### src/rtl/typ_pkg.sv
// Shared types and widths for the I2C responder slice.
package typ_pkg;

    localparam int I2C_ADDR_W = 7;
    localparam int I2C_DATA_W = 8;

    typedef enum logic [3:0] {
        IDLE,
        ADDR,
        ADDR_ACK,
        WR_BYTE,
        WR_ACK,
        RD_LOAD,
        RD_BYTE,
        RD_ACK,
        IGNORE
    } i2c_rsp_state_t;

    typedef enum logic {
        WRITE = 1'b0,
        READ  = 1'b1
    } i2c_op_t;

endpackage

### src/rtl/i2c_line_sync.sv
// Brings SCL/SDA into the clock domain and turns line transitions into
// single-cycle START, STOP, SCL-rise and SCL-fall events.
module i2c_line_sync #(
    parameter int SYNC_STAGES = 2
) (
    input  logic clk,
    input  logic rst_n,
    input  logic scl,
    input  logic sda,
    output logic sda_level,
    output logic start_det,
    output logic stop_det,
    output logic scl_rise,
    output logic scl_fall
);

    logic [SYNC_STAGES-1:0] scl_sync;
    logic [SYNC_STAGES-1:0] sda_sync;
    logic                   scl_dly;
    logic                   sda_dly;
    logic                   scl_level;

    // Synchronizer chains plus one delay flop; reset to the idle-bus level so no event fires out of reset
    always_ff @(posedge clk or negedge rst_n) begin
        if (!rst_n) begin
            scl_sync <= '1;
            sda_sync <= '1;
            scl_dly  <= 1'b1;
            sda_dly  <= 1'b1;
        end else begin
            scl_sync <= {scl_sync[SYNC_STAGES-2:0], scl};
            sda_sync <= {sda_sync[SYNC_STAGES-2:0], sda};
            scl_dly  <= scl_sync[SYNC_STAGES-1];
            sda_dly  <= sda_sync[SYNC_STAGES-1];
        end
    end

    assign scl_level = scl_sync[SYNC_STAGES-1];
    assign sda_level = sda_sync[SYNC_STAGES-1];

    // SDA transitions only count as bus conditions while SCL stays high across both samples
    assign start_det = scl_level & scl_dly & sda_dly & ~sda_level;
    assign stop_det  = scl_level & scl_dly & ~sda_dly & sda_level;
    assign scl_rise  = scl_level & ~scl_dly;
    assign scl_fall  = ~scl_level & scl_dly;

endmodule

### src/rtl/i2c_slave_responder.sv
// I2C target: address match, write delivery and read serving over ready/valid.
// SDA is only ever pulled low; SCL is never driven and never stretched.
module i2c_slave_responder
    import typ_pkg::*;
#(
    parameter logic [I2C_ADDR_W-1:0] SLAVE_ADDR  = 7'h22,
    parameter int                    SYNC_STAGES = 2,
    parameter int                    HOLD_CYCLES = 4,
    parameter logic [I2C_DATA_W-1:0] IDLE_BYTE   = 8'hFF
) (
    input  logic                  clk_i,
    input  logic                  rst_i,
    input  logic                  scl_i,
    input  logic                  sda_i,
    output logic                  sda_oe_o,
    output logic                  start_o,
    output logic                  stop_o,
    output logic                  addr_hit_o,
    output logic                  rw_o,
    output logic [I2C_DATA_W-1:0] rx_data_o,
    output logic                  rx_valid_o,
    input  logic [I2C_DATA_W-1:0] tx_data_i,
    input  logic                  tx_valid_i,
    output logic                  tx_ready_o,
    output logic                  underrun_o,
    output logic                  mst_nack_o,
    output logic                  busy_o
);

    logic sda_level;
    logic start_det;
    logic stop_det;
    logic scl_rise;
    logic scl_fall;

    i2c_line_sync #(
        .SYNC_STAGES(SYNC_STAGES)
    ) u_line_sync (
        .clk      (clk_i),
        .rst_n    (rst_i),
        .scl      (scl_i),
        .sda      (sda_i),
        .sda_level(sda_level),
        .start_det(start_det),
        .stop_det (stop_det),
        .scl_rise (scl_rise),
        .scl_fall (scl_fall)
    );

    i2c_rsp_state_t          state_q, state_d;
    logic [I2C_ADDR_W-1:0]   shift_q, shift_d;
    logic [2:0]              bit_cnt_q, bit_cnt_d;
    logic [3:0]              hold_cnt_q;
    logic                    hold_exp;
    logic                    sda_oe_q, sda_oe_d;
    i2c_op_t                 rw_q, rw_d;
    logic [I2C_DATA_W-1:0]   rx_data_q, rx_data_d;
    logic [I2C_DATA_W-2:0]   tx_shift_q, tx_shift_d;
    logic                    busy_q, busy_d;
    logic                    ack_seen_q, ack_seen_d;
    logic                    start_p_q, start_p_d;
    logic                    stop_p_q, stop_p_d;
    logic                    hit_p_q, hit_p_d;
    logic                    rxv_p_q, rxv_p_d;
    logic                    nack_p_q, nack_p_d;
    logic                    tx_ready;
    logic                    underrun;
    logic [I2C_DATA_W-1:0]   tx_byte;

    assign tx_byte  = tx_valid_i ? tx_data_i : IDLE_BYTE;
    assign hold_exp = (hold_cnt_q == 4'd1);

    // Hold timer: every SCL fall restarts it, and SDA may only change on the cycle it expires
    always_ff @(posedge clk_i or negedge rst_i) begin
        if (!rst_i) begin
            hold_cnt_q <= 4'd0;
        end else if (scl_fall) begin
            hold_cnt_q <= 4'(HOLD_CYCLES);
        end else if (hold_cnt_q != 4'd0) begin
            hold_cnt_q <= hold_cnt_q - 4'd1;
        end
    end

    // Next-state and datapath logic; START/STOP override whatever the FSM was doing
    always_comb begin
        state_d    = state_q;
        shift_d    = shift_q;
        bit_cnt_d  = bit_cnt_q;
        sda_oe_d   = sda_oe_q;
        rw_d       = rw_q;
        rx_data_d  = rx_data_q;
        tx_shift_d = tx_shift_q;
        busy_d     = busy_q;
        ack_seen_d = ack_seen_q;
        start_p_d  = 1'b0;
        stop_p_d   = 1'b0;
        hit_p_d    = 1'b0;
        rxv_p_d    = 1'b0;
        nack_p_d   = 1'b0;
        tx_ready   = 1'b0;
        underrun   = 1'b0;

        if (stop_det) begin
            state_d    = IDLE;
            stop_p_d   = 1'b1;
            busy_d     = 1'b0;
            rw_d       = WRITE;
            sda_oe_d   = 1'b0;
            bit_cnt_d  = 3'd0;
            ack_seen_d = 1'b0;
        end else if (start_det) begin
            state_d    = ADDR;
            start_p_d  = 1'b1;
            busy_d     = 1'b1;
            rw_d       = WRITE;
            sda_oe_d   = 1'b0;
            bit_cnt_d  = 3'd0;
            ack_seen_d = 1'b0;
        end else begin
            case (state_q)
                IDLE: begin
                    sda_oe_d = 1'b0;
                end
                ADDR: begin
                    if (scl_rise) begin
                        shift_d   = {shift_q[I2C_ADDR_W-2:0], sda_level};
                        bit_cnt_d = bit_cnt_q + 3'd1;
                        if (bit_cnt_q == 3'd7) begin
                            if (shift_q == SLAVE_ADDR) begin
                                state_d = ADDR_ACK;
                                hit_p_d = 1'b1;
                                rw_d    = i2c_op_t'(sda_level);
                            end else begin
                                state_d = IGNORE;
                            end
                        end
                    end
                end
                ADDR_ACK, WR_ACK: begin
                    if (hold_exp) begin
                        if (!sda_oe_q) begin
                            sda_oe_d = 1'b1;
                        end else begin
                            sda_oe_d = 1'b0;
                            if (state_q == ADDR_ACK && rw_q == READ) begin
                                state_d = RD_LOAD;
                            end else begin
                                state_d = WR_BYTE;
                            end
                        end
                    end
                end
                WR_BYTE: begin
                    if (scl_rise) begin
                        shift_d   = {shift_q[I2C_ADDR_W-2:0], sda_level};
                        bit_cnt_d = bit_cnt_q + 3'd1;
                        if (bit_cnt_q == 3'd7) begin
                            rx_data_d = {shift_q, sda_level};
                            rxv_p_d   = 1'b1;
                            state_d   = WR_ACK;
                        end
                    end
                end
                RD_LOAD: begin
                    tx_ready   = 1'b1;
                    underrun   = ~tx_valid_i;
                    sda_oe_d   = ~tx_byte[I2C_DATA_W-1];
                    tx_shift_d = tx_byte[I2C_DATA_W-2:0];
                    bit_cnt_d  = 3'd0;
                    state_d    = RD_BYTE;
                end
                RD_BYTE: begin
                    if (scl_rise) begin
                        bit_cnt_d = bit_cnt_q + 3'd1;
                    end
                    if (hold_exp) begin
                        if (bit_cnt_q == 3'd0) begin
                            sda_oe_d = 1'b0;
                            state_d  = RD_ACK;
                        end else begin
                            sda_oe_d   = ~tx_shift_q[I2C_DATA_W-2];
                            tx_shift_d = {tx_shift_q[I2C_DATA_W-3:0], 1'b0};
                        end
                    end
                end
                RD_ACK: begin
                    sda_oe_d = 1'b0;
                    if (scl_rise) begin
                        if (sda_level) begin
                            nack_p_d = 1'b1;
                            state_d  = IGNORE;
                        end else begin
                            ack_seen_d = 1'b1;
                        end
                    end else if (hold_exp && ack_seen_q) begin
                        ack_seen_d = 1'b0;
                        state_d    = RD_LOAD;
                    end
                end
                IGNORE: begin
                    sda_oe_d = 1'b0;
                end
                default: begin
                    state_d  = IDLE;
                    sda_oe_d = 1'b0;
                end
            endcase
        end
    end

    // State and datapath registers, all cleared to an idle, released bus on reset
    always_ff @(posedge clk_i or negedge rst_i) begin
        if (!rst_i) begin
            state_q    <= IDLE;
            shift_q    <= '0;
            bit_cnt_q  <= 3'd0;
            sda_oe_q   <= 1'b0;
            rw_q       <= WRITE;
            rx_data_q  <= '0;
            tx_shift_q <= '0;
            busy_q     <= 1'b0;
            ack_seen_q <= 1'b0;
            start_p_q  <= 1'b0;
            stop_p_q   <= 1'b0;
            hit_p_q    <= 1'b0;
            rxv_p_q    <= 1'b0;
            nack_p_q   <= 1'b0;
        end else begin
            state_q    <= state_d;
            shift_q    <= shift_d;
            bit_cnt_q  <= bit_cnt_d;
            sda_oe_q   <= sda_oe_d;
            rw_q       <= rw_d;
            rx_data_q  <= rx_data_d;
            tx_shift_q <= tx_shift_d;
            busy_q     <= busy_d;
            ack_seen_q <= ack_seen_d;
            start_p_q  <= start_p_d;
            stop_p_q   <= stop_p_d;
            hit_p_q    <= hit_p_d;
            rxv_p_q    <= rxv_p_d;
            nack_p_q   <= nack_p_d;
        end
    end

    assign sda_oe_o   = sda_oe_q;
    assign start_o    = start_p_q;
    assign stop_o     = stop_p_q;
    assign addr_hit_o = hit_p_q;
    assign rw_o       = (rw_q == READ);
    assign rx_data_o  = rx_data_q;
    assign rx_valid_o = rxv_p_q;
    assign tx_ready_o = tx_ready;
    assign underrun_o = underrun;
    assign mst_nack_o = nack_p_q;
    assign busy_o     = busy_q;

endmodule

### config.mk
export PLATFORM = sky130hd
export DESIGN_NAME = i2c_slave_responder
export DESIGN_NICKNAME = d
export VERILOG_FILES = /design/src/rtl/typ_pkg.sv /design/src/rtl/i2c_line_sync.sv /design/src/rtl/i2c_slave_responder.sv
export SDC_FILE = /design/constraint.sdc
export NUM_CORES = 1
export LEC_CHECK = 0
export CAP_MARGIN = 20
export CORE_UTILIZATION = 49
export DETAILED_ROUTE_END_ITERATION = 7
export PLACE_DENSITY_LB_ADDON = 0.2
export SLEW_MARGIN = 30
export SYNTH_ARGS = -nofsm -noshare
export SYNTH_HDL_FRONTEND = slang
export SYNTH_HIERARCHICAL = 1
export SYNTH_SLANG_ARGS = --single-unit
export TNS_END_PERCENT = 30
### constraint.sdc
create_clock -name clk_i -period 2.4 [get_ports clk_i]
set_input_delay 0.48 -clock clk_i [delete_from_list [all_inputs] [get_ports clk_i]]
set_output_delay 0.48 -clock clk_i [all_outputs]
set_load 0.02 [all_outputs]
==> impl_metrics.tcl, run 1 <==
set metrics [dict create \
    status "completed" \
    yosysWarnings 6 \
    syn_inst 228 \
    antenna_found_initial 0 \
    power.density_nw_per_um2 588.5 \
    synth_top_cell_by_area "dfrtp_1" \
    setup_viol 0 \
    stdcell_count 337 \
    dp.cells 329 \
    finalSetupTns_ns 0 \
    drcViolationCount 0 \
    core_sq_um 4817 \
    p_leak_nw 1.383 \
    drive_gt1_share_pct 24.81 \
    fin_crit_ns 2.304 \
    syn_area_per_cell_sq_um 11.01 \
    fin_skew_ns 0.005700 \
    cts.clk_slew.worst_paths_ns 0.09 \
    fill_cells 418 \
    synth_edf_count 0 \
    grt_setup_unrepaired "no" \
    routedWlPerCell_microns 14.98 \
    finalCritPeriodShare_pct 96.00 \
    synth.yosys.seq_area_share_pct 48.16 \
    relSlewSlack_pct 68.54 \
    clock.fmax_mhz 434.1 \
    clockBufferDepth 2 \
    die_h_microns 73.57 \
    clk_latency_ns 0.30 \
    antenna_cells 0 \
    overflow 0 \
    grt_pass1_wl_microns 8466 \
    startpoint_type "flip-flop" \
    final_net_count 288 \
    antenna_left 0 \
    io_buffers 30 \
    async_flop_share_pct 100.0 \
    die_area_sq_um 5413 \
    required_ns 1.92 \
    ir_worst_vdd_mv 0.3550 \
    synth_top_area_share_pct 41.87 \
    yosysMostFrequentCell "dfrtp_1" \
    drt_wl_total_microns 5049 \
    gp_congestion 0.8740 \
    die_w_microns 73.57 \
    area_growth_syn_to_layout_pct 22.58 \
    post-cts-setup-buffers 0 \
    cap_violations 0 \
    ctsRootBufferMaster "clkbuf_8" \
    synthTopCellsByCount "42 x dfrtp_1, 23 x nand2_1, 15 x mux2_4, 14 x nor2_1, 12 x a21oi_1" \
    syn_area_sq_um 2510 \
    synth_ff_type "dfrtp_1" \
    numCtsBuffers 5 \
    ys_top_cells_by_area "dfrtp_1 42%, mux2_4 9.0%, dfstp_2 6.3%, nand2_1 3.4%, mux2_2 3.1%" \
    grt_usage_pct 20.87 \
    crit_arrival_ns 1.82 \
    hold_path_class "in -> async" \
    drtPass1Iterations 4 \
    synth_nets 247 \
    report.final.hold_viol_count 0 \
    htree_levels 2 \
    finalMaxSlewViolations 0 \
    worst_slew_pin_slew_ns 0.4676 \
    dp_hpwl_microns 3575 \
    worstPathMaxFanout 5 \
    drt-vias-per-instance 5.389 \
    cts.sinks 48 \
    start_util_pct 52.10 \
    cts_tree "done" \
    end_kind "primary output" \
    rows 25 \
    ys_types 57 \
    drtIter0Drc 106 \
    num_vias 1816 \
    pin_count 31 \
    ys_ff_latch 48 \
    crit_type "reg -> out" \
    grt_pass1_vias 1722 \
    grt_start_max_net_pins 34 \
]
==> cell usage in the layout (no fill, tap or decap), drive strengths merged, types with 3 or more instances in the layout <==
cell and count:
nor2 16, nand2b 3, dfstp 6, nand3b 3, o21ai 13, mux2 23
nand3 4, ha 6, clkbuf 7, dfrtp 42, buf 16, nor3 5
nand2 25, nor4 3, or2 3, a21oi 13, nor2b 10, mux2i 3
a211oi 4, clkdlybuf4s50 27, inv 8
==> stage by stage <==
stage	hold WS, ns	util [%]	worst slack [ns]	instance area (sq um)	power [mW]
finish	0.08187	63.87	0.09612	3077	1.811
global route	0.1066	63.87	0.03080	3077	1.900
CTS	0.08903	63.84	0.03527	3075	1.821
detailed placement	0.3518	61.27	0.06064	2952	1.185
global placement	0.3462	61.27	0.1235	2952	1.177
floorplan	0.1844	-	0.1557	2510	1.083
==> repair_timing <==
action                     4_1_cts  5_1_grt
hold buffers                     0        0
gates resized for setup          2        1
setup endpoints to repair        2        7
hold endpoints to repair         0        0
==> layout make-up <==
type,count,area (sq um),share of cell area (%)
multi-input cells,161,1222,39.73
repair buffers,45,405.4,13.18
clock buffers,7,96.34,3.131
inverters,8,30.03,0.9760
clock inverters,1,30.03,0.9760
flip-flops and latches,48,1209,39.28
well taps,67,83.83,2.725
==> critical path, stage by stage (launching register included) <==
cell and delay [ns]:
dfstp_2 0.53, and4b_1 0.19, or2_1 0.31, nor3_1 0.15, dlygate4sd2_1 0.35
==> cell families after synthesis <==
kind of cell / synth area share [%]
flip-flops: 48.16
AND/OR/NAND/NOR: 19.54
adder cells (fa/ha/maj): 2.991
multiplexers: 13.76
AO/OA/AOI/OAI: 11.76
XOR/XNOR: 0.3490
buffers and inverters: 3.439
==> power by group <==
| part | total (mW) | internal [mW] | switching, mW | leakage, nW |
|---|---|---|---|---|
| Combinational | 0.271 | 0.121 | 0.150 | 0.679 |
| Clock | 0.639 | 0.368 | 0.271 | 0.0645 |
| Sequential | 0.901 | 0.858 | 0.0432 | 0.640 |
==> sequential cells by signal, summed over array words and instances, names as in the netlist, 2 cells and up <==
| name | count |
|---|---|
| tx_shift_q | 7 |
| shift_q | 7 |
| rx_data_o | 8 |
| state_q | 4 |
| u_line_sync/sda_sync | 2 |
| hold_cnt_q | 4 |
| bit_cnt_q | 3 |
| u_line_sync/scl_sync | 2 |
==> metal layers <==
metal  wire, microns  part of all wire [%]  GRT usage (%)  up-vias
met1            2526                    50          30.58      885
met2            2237                    44          30.78       42
li1                -                     -              -      881
met5               0                     0              0        -
met4              77                   1.5          6.410        0
met3             207                   4.1          4.801        8
==> worst paths after layout <==
path / start / depth (start not counted) / end / slack [ns]
max reg2reg: u_line_sync/sda_dly$_DFF_PN1_ / 6 / shift_q[4]$_DFFE_PN0P_ / 0.15
max in group asynchronous: rst_i / 2 / u_line_sync/scl_dly$_DFF_PN1_ / 1.54
min in group clk_i: u_line_sync/sda_sync[0]$_DFF_PN1_ / 0 / u_line_sync/sda_sync[1]$_DFF_PN1_ / 0.36
min reg2reg: u_line_sync/sda_sync[0]$_DFF_PN1_ / 0 / u_line_sync/sda_sync[1]$_DFF_PN1_ / 0.36
max: u_line_sync/sda_dly$_DFF_PN1_ / 4 / underrun_o / 0.1
min: rst_i / 1 / state_q[2]$_DFFE_PN0P_ / 0.08
Power figures use the tool's default switching activity.
==> run 2, diff against run 1 <==
Settings changed: GPL_ROUTABILITY_DRIVEN from default to 1, SYNTH_HIERARCHICAL 1 to default.
==> run 2 against run 1 <==
Sequential power increased by 3.7%. Sequential cell count unchanged. Clock power decreased by 29%. Via count decreased by 6.4%. Critical path type unchanged.
==> impl_metrics.tcl, run 2 <==
set metrics [dict create \
    clkPwrFrac_pct 27.0 \
    antenna_cells 0 \
    synth.yosys.seq_area_share_pct 48.59 \
    async_flop_share_pct 100.0 \
    cts.sinks 48 \
    antenna_found_initial 0 \
    cp_top_family "flip-flops" \
    area_growth_syn_to_layout_pct 20.88 \
    synth_nets 236 \
    muxShareOfSynthArea_pct 14.08 \
    clk_latency_ns 0.29 \
    synth_top_area_share_pct 42.25 \
    antenna_left 0 \
    fin_util_pct 62.42 \
    ys_types 55 \
    rows 25 \
    reg2reg_slack_ns 0.33 \
    p_comb_share_pct 17.4 \
    pin_count 31 \
    final_cell_mix "42 x dfrtp_1, 27 x clkdlybuf4s50_1, 16 x mux2_4" \
    numCtsBuffers 5 \
    core_sq_um 4817 \
    start_util_pct 51.64 \
    synth_ff_type "dfrtp_1" \
    cts_tree "done" \
    finalCritPeriodShare_pct 86.97 \
    timing.rr.end "tx_shift_q[0]$_DFFE_PN0P_" \
    yosysWarnings 0 \
    syn_inst 217 \
    finalMaxSlewViolations 0 \
    syn_area_per_cell_sq_um 11.46 \
    routedWlPerCell_microns 13.98 \
    placed_cell_area_sq_um 2922 \
    largest_reg_flops 8 \
    required_ns 1.92 \
    grt_pass1_wl_microns 8059 \
    ctsRootBufferMaster "clkbuf_8" \
    ir_worst_vdd_mv 0.5528 \
    dr_wl_met2_microns 2177 \
    drcViolationCount 0 \
    grt_start_max_net_pins 32 \
    cpPeakStageDelay_ns 0.61 \
    end_kind "primary output" \
    routedLengthMet1_microns 2215 \
    setup_viol 0 \
    synthAdderAreaFrac_pct 3.018 \
    maxUsedRoutingLayer "met4" \
    p_total_mw 1.682 \
    synth-compound-area-share_pct 11.22 \
    p_sw_mw 0.4600 \
    cap_violations 0 \
    power.internal_mw 1.222 \
    gp_congestion 0.8321 \
    drive_gt1_share_pct 24.23 \
    p_sw_share_pct 27.36 \
    synth-simple-area-share_pct 18.56 \
    worstPathMaxFanout 9 \
    overflow 0 \
    crit_arrival_ns 1.61 \
    path_cells "nand2b_1 > a21oi_2 > nor3_1 > dlygate4sd2_1" \
    report.final.hold_viol_count 0 \
    synth_top_cell_by_area "dfrtp_1" \
    yosysMostFrequentCell "dfrtp_1" \
    final_net_count 278 \
    crit_type "reg -> out" \
    dp_hpwl_microns 3356 \
    grt_usage_pct 19.61 \
    cts_hold_buf 0 \
    io_buffers 30 \
    ys_ff_latch 48 \
    r2r_start "state_q[3]$_DFFE_PN0P_" \
    drt_wl_total_microns 4573 \
    status "completed" \
    worst_slew_pin_slew_ns 0.5544 \
    worst-path-buf-inv 1 \
    hold_path_class "in -> async" \
    fin_skew_ns 0.01581 \
    syn_area_sq_um 2487 \
    clockBufferDepth 2 \
    die_h_microns 73.25 \
    power.density_nw_per_um2 559.3 \
    fin_area_sq_um 3007 \
    power_frac_seq_pct 55.5 \
    drt-vias-per-instance 5.199 \
    startpoint_type "flip-flop" \
    r2r_cells 5 \
    grt_pass1_vias 1695 \
    clock.fmax_mhz 479.1 \
    finalSetupTns_ns 0 \
    timing.hold.ws_ns 0.1079 \
    cts.clk_slew.worst_paths_ns 0.09 \
    htree_levels 2 \
    p_leak_nw 1.356 \
    synth_edf_count 0 \
    ys_top_cells_by_area "dfrtp_1 42%, mux2_4 9.7%, dfstp_2 6.3%, mux2_2 3.6%, ha_1 3.0%" \
    drtIter0Drc 93 \
    synthTopCellsByCount "42 x dfrtp_1, 16 x mux2_4, 14 x nand2_1, 14 x nor2_1" \
    cpMaxStageDelayCell "dfstp_2" \
    layout_commonest_cell "dfrtp_1" \
    fin_crit_ns 2.087 \
    met3_wirelength_microns 160 \
    drtPass1Iterations 4 \
    cts_resized 1 \
    die_w_microns 73.25 \
    relSlewSlack_pct 63.04 \
    num_vias 1700 \
    grt_setup_unrepaired "no" \
    synth_top_family_by_area "simple AND/OR/NAND/NOR gates" \
    post-cts-setup-buffers 0 \
    synth_xor_area_share_pct 0.7042 \
    die_area_sq_um 5366 \
]
run 2: cell count changes after synthesis, moves of 3 or more:
cell	delta
nand2_1	-9
buf_2	-4
inv_1	+4
a21oi_1	-3
nor3_1	-3
run 2: area by class of cell:
cell class / count / area (sq um)
clock buffer: 8 / 80.08
fill: 431 / 1810
inverter: 12 / 45.04
multi-input combinational: 148 / 1187
sequential: 48 / 1209
tap: 67 / 83.83
timing repair buffer: 44 / 401.6
run 2: cells by family (layout without fill, tap and decap cells):
| group | count (synthesis) | in the layout |
|---|---|---|
| fa+ha+maj | 6 | 6 |
| compound gates | 40 | 40 |
| simple gates | 74 | 74 |
| buf+inv | 21 | 64 |
| xor+xnor | 2 | 2 |
| flops | 48 | 48 |
| mux | 26 | 26 |
run 2: worst max-delay path by stage:
| stage | end | cells past startpoint | slack, ns | start |
|---|---|---|---|---|
| global route | underrun_o | 4 | 0.18 | state_q[0]$_DFFE_PN0P_ |
| global placement | underrun_o | 3 | 0.21 | tx_valid_i |
| CTS | tx_ready_o | 4 | 0.04 | u_line_sync.sda_sync[1]$_DFF_PN1_ |
| detailed placement | underrun_o | 3 | 0.20 | tx_valid_i |
| finish | underrun_o | 4 | 0.31 | u_line_sync.sda_sync[1]$_DFF_PN1_ |
| floorplan | underrun_o | 4 | 0.43 | u_line_sync.sda_sync[1]$_DFF_PN1_ |
run 2: metal layers:
| metal | up-vias | track usage (%) |
|---|---|---|
| met3 | 2 | 4.115 |
| met5 | - | 0 |
| li1 | 846 | - |
| met4 | 0 | 3.922 |
| met2 | 26 | 31.79 |
| met1 | 826 | 27.36 |
run 2: through the flow:
stage          cells  worst slack, ns
4_1_cts          327          0.03981
3_5_place_dp     319           0.1972
3_3_place_gp     319           0.2124
5_1_grt          327           0.1837
2_1_floorplan    217           0.4286
6_report         327           0.3127
run 2: power by group through the flow:
| stage | clock (mW) | combinational [mW] | sequential, mW |
|---|---|---|---|
| 2_1_floorplan | 0 | 0.196 | 0.939 |
| 3_3_place_gp | 0 | 0.287 | 0.947 |
| 3_5_place_dp | 0 | 0.297 | 0.949 |
| 4_1_cts | 0.472 | 0.298 | 0.935 |
| 5_1_grt | 0.513 | 0.341 | 0.944 |
| 6_report | 0.455 | 0.293 | 0.934 |
==> run 3, diff against run 2 <==
Settings changed: PLACE_DENSITY_LB_ADDON 0.2 to 0.15.
==> run 3 against run 2 <==
Non-clock buffer count is 1 lower. Sequential power hardly changed. Final cell count fell by 0.31%. Critical path depth did not move. Combinational power is 4% lower. Clock power is 32% higher. Worst setup slack lost 0.027 ns. Clock-buffer cell count fell by 3. Sequential share of layout area shrank 0.36 points. Die area did not move. Power up 7.8%. Register-to-register slack worse by 0.03 ns. Largest power group unchanged.
==> impl_metrics.tcl, run 3 (synthesis gave the netlist of run 2 again) <==
set metrics [dict create \
    cts.sinks 48 \
    cts.clk_slew.worst_paths_ns 0.09 \
    stdcell_count 326 \
    crit_arrival_ns 1.63 \
    relSlewSlack_pct 61.49 \
    timing.rr.end "state_q[0]$_DFFE_PN0P_" \
    num_vias 1683 \
    crit_type "reg -> out" \
    start_util_pct 51.64 \
    final_net_count 277 \
    numCtsBuffers 5 \
    die_h_microns 73.25 \
    area_growth_syn_to_layout_pct 21.98 \
    dp_hpwl_microns 3092 \
    required_ns 1.92 \
    antenna_found_initial 0 \
    drive_gt1_share_pct 25.10 \
    worst_slew_pin_slew_ns 0.5776 \
    ctsRootBufferMaster "clkbuf_8" \
    hold_path_class "in -> async" \
    finalCritPeriodShare_pct 88.10 \
    dp.cells 318 \
    drtIter0Drc 132 \
    r2r_start "hold_cnt_q[1]$_DFFE_PN0P_" \
    power.density_nw_per_um2 597.4 \
    gp_congestion 0.7941 \
    dp_slack_ns 0.2084 \
    fin_skew_ns 0.005268 \
    cap_violations 0 \
    clock.fmax_mhz 472.9 \
    largest_reg_flops 8 \
    p_leak_nw 1.365 \
    grt_pass1_wl_microns 7914 \
    fin_area_sq_um 3034 \
    clk_latency_ns 0.30 \
    status "completed" \
    ir_worst_vdd_mv 0.4500 \
    end_kind "primary output" \
    fin_ws_ns 0.2856 \
    reg2reg_slack_ns 0.30 \
    finalSetupTns_ns 0 \
    setup_viol 0 \
    htree_levels 2 \
    startpoint_type "flip-flop" \
    rows 25 \
    clockBufferDepth 2 \
    antenna_left 0 \
    drcViolationCount 0 \
    fin_crit_ns 2.114 \
    io_buffers 30 \
    finalMaxSlewViolations 0 \
    r2r_cells 7 \
    core_sq_um 4817 \
    die_w_microns 73.25 \
    final_cell_mix "42 x dfrtp_1, 27 x clkdlybuf4s50_1, 16 x mux2_4" \
    post-cts-setup-buffers 0 \
    fill_cells 395 \
    grt_usage_pct 19.55 \
    grt_setup_unrepaired "no" \
    grt_pass1_vias 1652 \
    placed_cell_area_sq_um 2914 \
    layout_commonest_cell "dfrtp_1" \
    crit_start "u_line_sync.sda_sync[1]$_DFF_PN1_" \
    grt_start_max_net_pins 49 \
    drt_wl_total_microns 4473 \
    drtPass1Iterations 4 \
    worstPathMaxFanout 9 \
    overflow 0 \
    antenna_cells 0 \
    routedWlPerCell_microns 13.72 \
    crit_end "underrun_o" \
    die_area_sq_um 5366 \
    fin_util_pct 62.99 \
    cts_tree "done" \
    cts_hold_buf 0 \
    report.final.hold_viol_count 0 \
    pin_count 31 \
    drt-vias-per-instance 5.163 \
]
-- run 3: changes by cell type in the layout (fill, tap and decap cells not counted), sizes merged --
cell and change:
clkbuf -3, buf -1, bufinv +1, clkinvlp +1, inv +1
-- run 3: repair_timing --
item,CTS,global route
endpoints found under the setup margin,2,1
gates resized for setup,2,1
gates cloned,0,0
-- run 3: critical path, stage by stage (launching register included) --
cell	delay, ns
dfstp_2	0.62
nand2b_1	0.16
a21oi_2	0.09
nor3_1	0.12
dlygate4sd2_1	0.35
-- run 3: area by class of cell --
cell class	instances	area [sq um]	share of cell area, %
flip-flops and latches	48	1209	39.84
multi-input cells	148	1187	39.13
repair buffers	43	394.1	12.99
well taps	67	83.83	2.763
clock buffers	5	68.82	2.268
clock inverters	3	46.29	1.526
inverters	12	45.04	1.485
-- run 3: worst min-delay path by stage --
stage | to | slack, ns | depth (start not counted)
floorplan | ack_seen_q$_DFFE_PN0P_ | 0.18 | 0
global placement | u_line_sync.scl_sync[1]$_DFF_PN1_ | 0.35 | 0
detailed placement | u_line_sync.scl_sync[1]$_DFF_PN1_ | 0.35 | 0
CTS | state_q[2]$_DFFE_PN0P_ | 0.28 | 2
global route | start_o$_DFF_PN0_ | 0.30 | 2
finish | state_q[2]$_DFFE_PN0P_ | 0.25 | 2
-- run 3: where the power goes --
part | internal, mW | leakage, nW | switching, mW
Combinational | 0.140 | 0.672 | 0.142
Sequential | 0.868 | 0.638 | 0.0640
Clock | 0.314 | 0.0548 | 0.285
Total | 1.32 | 1.36 | 0.490
-- run 3: per-stage QoR --
step                      hold WS, ns  power, mW
after CTS                      0.2783      1.836
final                          0.2486      1.813
after floorplan                0.1844      1.135
after global routing           0.3044      1.919
after global placement         0.3469      1.225
after detailed placement       0.3472      1.232
-- run 3: per-layer routing --
metal	routed length, microns	vias up	GRT usage (%)
met5	0	-	0
met4	53	0	6.100
met3	122	6	4.527
met2	1903	22	28.19
met1	2394	812	29.16
li1	-	843	-
